<file path="config.mk">
export PLATFORM = sky130hd
export DESIGN_NAME = alu_op_sequencer
export DESIGN_NICKNAME = d
export VERILOG_FILES = /design/src/rtl/alu_op_sequencer.sv
export SDC_FILE = /design/constraint.sdc
export NUM_CORES = 1
export LEC_CHECK = 0
export CAP_MARGIN = 10
export CORE_UTILIZATION = 30
export CTS_CLUSTER_DIAMETER = 60
export CTS_CLUSTER_SIZE = 30
export DETAILED_ROUTE_END_ITERATION = 6
export DONT_BUFFER_PORTS = 1
export GPL_TIMING_DRIVEN = 0
export PLACE_DENSITY = 0.4
export SKIP_LAST_GASP = 1
export SLEW_MARGIN = 20
export SYNTH_ARGS = -nofsm -noshare
export SYNTH_HDL_FRONTEND = slang
export SYNTH_SLANG_ARGS = --single-unit
</file>
<file path="constraint.sdc">
create_clock -name clk -period 5.8 [get_ports clk]
set_input_delay 1.45 -clock clk [delete_from_list [all_inputs] [get_ports clk]]
set_output_delay 1.45 -clock clk [all_outputs]
set_load 0.05 [all_outputs]
</file>
<file path="src/rtl/alu_op_sequencer.sv">
// Command-queue sequencer for a 32-bit combinational ALU: FIFO-buffered commands, one issue at a time,
// registered responses on a valid/ready channel. Define ALU_SEQ_STATS_EN to add response/overflow counters.
module alu_op_sequencer #(
  parameter int DEPTH = 4,
  parameter int AW    = 2
) (
  input  logic        clk,
  input  logic        rst,
  input  logic        cmd_valid,
  output logic        cmd_ready,
  input  logic [3:0]  cmd_op,
  input  logic        cmd_chain,
  input  logic [31:0] cmd_a,
  input  logic [31:0] cmd_b,
  output logic        alu_enable,
  output logic [3:0]  alu_select,
  output logic [31:0] alu_a,
  output logic [31:0] alu_b,
  input  logic [31:0] alu_result,
  input  logic [3:0]  alu_overflow,
  output logic        rsp_valid,
  input  logic        rsp_ready,
  output logic [3:0]  rsp_op,
  output logic [31:0] rsp_result,
  output logic        rsp_flag,
`ifdef ALU_SEQ_STATS_EN
  output logic [15:0] stat_done,
  output logic [15:0] stat_ovf,
`endif
  output logic        busy
);

  typedef enum logic [1:0] {IDLE, EXEC, RESP} state_t;

  typedef struct packed {
    logic [3:0]  op;
    logic        chain;
    logic [31:0] a;
    logic [31:0] b;
  } cmd_t;

  localparam logic [AW:0] FULL_CNT = (AW+1)'(DEPTH);

  state_t      state, state_next;
  cmd_t        fifo_mem [DEPTH];
  cmd_t        head;
  logic [AW-1:0] wr_ptr, rd_ptr;
  logic [AW:0] count, count_next;
  logic        cmd_ready_q;
  logic        push, pop, fifo_empty;
  logic [31:0] acc;
  logic        flag_sel;

  assign push       = cmd_valid && cmd_ready_q;
  assign fifo_empty = (count == '0);
  assign head       = fifo_mem[rd_ptr];

  // NOTE: the FIFO storage has no reset; the pointers and count alone define which entries are live.
  always_ff @(posedge clk) begin
    if (push) fifo_mem[wr_ptr] <= '{op: cmd_op, chain: cmd_chain, a: cmd_a, b: cmd_b};
  end

  always_comb begin
    // NOTE: every always_comb output gets a default first so no path leaves a latch behind.
    count_next = count;
    case ({push, pop})
      2'b10:   count_next = count + 1'b1;
      2'b01:   count_next = count - 1'b1;
      default: count_next = count;
    endcase
  end

  // cmd_ready is registered from the next count, so a pop from a full FIFO raises it one cycle later.
  always_ff @(posedge clk or posedge rst) begin
    if (rst) begin
      wr_ptr      <= '0;
      rd_ptr      <= '0;
      count       <= '0;
      cmd_ready_q <= 1'b1;
    end else begin
      // NOTE: sequential state uses non-blocking assignments so every register samples pre-edge values.
      if (push) wr_ptr <= wr_ptr + 1'b1;
      if (pop)  rd_ptr <= rd_ptr + 1'b1;
      count       <= count_next;
      cmd_ready_q <= (count_next != FULL_CNT);
    end
  end

  always_comb begin
    state_next = state;
    pop        = 1'b0;
    case (state)
      IDLE: begin
        if (!fifo_empty) begin
          pop        = 1'b1;
          state_next = EXEC;
        end
      end
      EXEC: state_next = RESP;
      RESP: begin
        if (rsp_ready) begin
          if (!fifo_empty) begin
            pop        = 1'b1;
            state_next = EXEC;
          end else begin
            state_next = IDLE;
          end
        end
      end
      default: state_next = IDLE;
    endcase
  end

  always_comb begin
    flag_sel = 1'b0;
    case (alu_select)
      4'd0:    flag_sel = alu_overflow[0];
      4'd1:    flag_sel = alu_overflow[1];
      4'd13:   flag_sel = alu_overflow[2];
      4'd14:   flag_sel = alu_overflow[3];
      default: flag_sel = 1'b0;
    endcase
  end

  always_ff @(posedge clk or posedge rst) begin
    if (rst) begin
      state      <= IDLE;
      alu_select <= '0;
      alu_a      <= '0;
      alu_b      <= '0;
      acc        <= '0;
      rsp_op     <= '0;
      rsp_result <= '0;
      rsp_flag   <= 1'b0;
    end else begin
      state <= state_next;
      if (pop) begin
        // Chained commands take the last completed result as operand A.
        alu_select <= head.op;
        alu_a      <= head.chain ? acc : head.a;
        alu_b      <= head.b;
      end
      if (state == EXEC) begin
        acc        <= alu_result;
        rsp_result <= alu_result;
        rsp_op     <= alu_select;
        rsp_flag   <= flag_sel;
      end
    end
  end

  assign cmd_ready  = cmd_ready_q;
  assign alu_enable = (state == EXEC);
  assign rsp_valid  = (state == RESP);
  assign busy       = !fifo_empty || (state != IDLE);

`ifdef ALU_SEQ_STATS_EN
  logic rsp_fire;
  assign rsp_fire = rsp_valid && rsp_ready;

  always_ff @(posedge clk or posedge rst) begin
    if (rst) begin
      stat_done <= '0;
      stat_ovf  <= '0;
    end else if (rsp_fire) begin
      if (stat_done != 16'hFFFF)            stat_done <= stat_done + 1'b1;
      if (rsp_flag && stat_ovf != 16'hFFFF) stat_ovf  <= stat_ovf + 1'b1;
    end
  end
`endif

endmodule

</file>
==> flow_metrics.tcl <==
set metrics [dict create \
    timing_worst_setup_path_type "in -> reg" \
    dominantRegCellSynth "edfxtp_1" \
    worstReg2RegStart "state[1]$_DFFE_PP0P_" \
    detailed_place_hpwl_mm 20.50 \
    placementRows 81 \
    die_height_um 225.4 \
    floorplan.io_pins 218 \
    cell_count_along_the_critical_path 9 \
    grt_first_pass_wirelength_mm 48.56 \
    die_w_um 225.4 \
    ys_types 30 \
    maxCapViolations 0 \
    holdCritPathClass "reg -> reg" \
    gp_routability_congestion 0.6897 \
    irDropWorstVdd_v 0.0002558 \
    wirelength_mm 32.49 \
    cp_slowest_cell "nor3_2" \
    globalRoute.totalOverflow 0 \
    worst_skew_ns 0.01466 \
    post_synthesis_average_cell_area_sq_um 22.29 \
    synthXorXnorAreaFrac 0.002924 \
    synth_area_leader_cell "edfxtp_1" \
    antenna_cells_inserted 0 \
    cts.hold.buffers_added 0 \
    fmaxAchievable_mhz 280.4 \
    worst_r2r_path_depth 9 \
    synth_compound_area_frac 0.002339 \
    worst_margin_slew_ns 1.068 \
    syn_inst 672 \
    route.vias.total 6459 \
    synth_largest_type_area_fraction 0.5534 \
    worst-path-buf-inv 2 \
    cp_cell_sequence "nor2b_1 > nor3_2 > buf_2 > ha_1 > inv_1 > fa_1 > xor2_1 > or3_1 > a211o_1" \
    grt_usage 0.1318 \
    p_leak_nw 6.090 \
    post_synth_edffs 276 \
    r2r_slack_ns 2.63 \
    layout_commonest_cell "edfxtp_1" \
    critical_path_peak_fanout 10 \
    worst_reg2reg_path_endpoint "cmd_ready$_DFF_PP1_" \
    timing.final.hold_violations 0 \
    fp.coreArea_sq_um 49050 \
    cp-start-kind "input port" \
    worst-endpoint-required_ns 6.27 \
    tritoncts "done" \
    synthesis.yosys.warnings 0 \
    powerDensity_nw_per_um2 656.0 \
    number_of_resized_instances_in_the_post_cts_repair_step 0 \
    timing.max_slew.rel_slack 0.2864 \
    postCtsSetupRepairBufs 0 \
    start_util 0.3053 \
    place_area_sq_um 15970 \
    synthMuxAreaShare 0.2234 \
    finish.instance_area_sq_um 17330 \
    nNetsFinal 835 \
    floorplan_die_area_sq_um 50820 \
    fillerInstances 4585 \
    dr.first_iter.drc_count 229 \
    areaGrowthSynthToFinish_pct 15.71 \
    io_buffer_count 0 \
    wl_per_cell_um 22.99 \
    cp_slowest_stage_delay_ns 0.54 \
    crit_family "simple AND/OR/NAND/NOR gates" \
    clock_latency_ns 0.55 \
    rsz0062_at_grt "false" \
    most-common-layout-cells "276 x edfxtp_1, 114 x dfrtp_1, 77 x mux2_2" \
    finalSetupViolations 0 \
    ys_async_sr_fraction 0.2941 \
    synth_seq_cells 391 \
    grt_max_degree 62 \
    number_of_buffers_created_by_cts 41 \
    status "completed" \
    final.period_utilization 0.6148 \
    drc_errors 0 \
    synth-adder-area-share 0.005514 \
    end_kind "flip-flop" \
    cts.root.buffer_cell "clkbuf_16" \
    path_clk_slew_ns 0.06 \
    minimum_clock_period_ns 3.566 \
    cp_data_arrival_time_ns 4.04 \
    ys_seq_area_frac 0.7456 \
    synth_simple_gate_area_share 0.007853 \
    maxSlewViolCount 0 \
    detail_route.first_pass.iterations 4 \
    sinks_on_the_clock_net 391 \
    setup.worst_path.end "cmd_ready$_DFF_PP1_" \
    worst_setup_path_startpoint "rsp_ready" \
    first_global_vias 7405 \
    clock_tree.buffer_depth 3 \
    h-tree-depth 2 \
    netlist_top_cells_area "edfxtp_1 55%, dfrtp_1 19%, mux4_2 10%, mux2_4 6.0%, mux2_2 5.8%" \
    grt_antenna_before_repair 0 \
    drive_above_1_share 0.3979 \
    detail_route.vias_per_cell 4.571 \
    syn_area_sq_um 14980 \
    fin_worst_hold_slack_ns 0.5443 \
    drtAntennaViolNets 0 \
    syn_nets 787 \
    synth_top_family_by_area "multiplexers" \
]
==> how the worst min path moves through the flow <==
stage	start	end	slack (ns)	cells after the start
final	count[0]$_DFF_PP0_	count[0]$_DFF_PP0_	0.54	1
after global placement	count[0]$_DFF_PP0_	count[0]$_DFF_PP0_	0.51	1
after global routing	count[0]$_DFF_PP0_	count[0]$_DFF_PP0_	0.56	1
after CTS	count[0]$_DFF_PP0_	count[0]$_DFF_PP0_	0.54	1
after detailed placement	count[0]$_DFF_PP0_	count[0]$_DFF_PP0_	0.53	1
after floorplan	count[0]$_DFF_PP0_	count[0]$_DFF_PP0_	0.49	1
==> sequential cells by signal, summed over array words and instances (netlist names) <==
name and cells:
fifo_mem 276, acc 32, alu_a 32, alu_b 32
alu_select 4, rsp_op 4, count 3, rd_ptr 2
state 2, wr_ptr 2, cmd_ready 1, rsp_flag 1
==> per-stage QoR <==
stage / cells / utilization / setup WS [ns] / power, W / TNS (ns)
6_report: 1413 / 0.3533 / 2.234 / 0.01137 / 0
5_1_grt: 1413 / 0.3533 / 2.097 / 0.01196 / 0
4_1_cts: 1413 / 0.3532 / 1.771 / 0.01162 / 0
3_5_place_dp: 1341 / 0.3257 / 1.177 / 0.008946 / 0
3_3_place_gp: 1336 / 0.3223 / -0.5899 / 0.008850 / -64.56
2_1_floorplan: 672 / - / 1.308 / 0.008003 / 0
==> report_power, final <==
group,switching [W],internal [W]
combinational,0.00139,0.00172
sequential,0.00181,0.00382
clock,0.00114,0.00150
==> cell type report <==
class	instances	area, sq um	share of cell area
tap	664	830.8	0.04794
timing repair buffer	5	137.6	0.007942
multi-input combinational	244	3650	0.2106
sequential	391	11170	0.6444
clock inverter	23	275.3	0.01588
inverter	7	33.78	0.001949
clock buffer	49	1076	0.06209
buffer	30	160.2	0.009241
==> logic make-up after synthesis <==
group | after synthesis
multiplexers | 208
AO/OA/AOI/OAI | 5
AND/OR/NAND/NOR | 20
flip-flops | 391
adder cells (fa/ha/maj) | 6
buffers and inverters | 37
XOR/XNOR | 5
==> cell usage after synthesis, drive strengths merged, types with 2 or more instances <==
| library cell | count |
|---|---|
| xor2 | 3 |
| and3 | 4 |
| nor3 | 3 |
| and3b | 2 |
| mux2 | 137 |
| edfxtp | 276 |
| mux2i | 2 |
| clkbuf | 13 |
| nand2 | 3 |
| nor2 | 2 |
| buf | 17 |
| mux4 | 69 |
| xnor2 | 2 |
| nor2b | 3 |
| inv | 7 |
| dfrtp | 114 |
| ha | 5 |
==> layer usage <==
| layer | wire (um) | up-vias | part of all wire | GRT usage |
|---|---|---|---|---|
| li1 | - | 2794 | - | - |
| met1 | 12100 | 3443 | 0.37 | 0.1415 |
| met2 | 16800 | 175 | 0.52 | 0.2346 |
| met3 | 2848 | 47 | 0.088 | 0.05202 |
| met4 | 746 | 0 | 0.023 | 0.04433 |
| met5 | 0 | - | 0 | 0 |
Power figures use the tool's default switching activity.
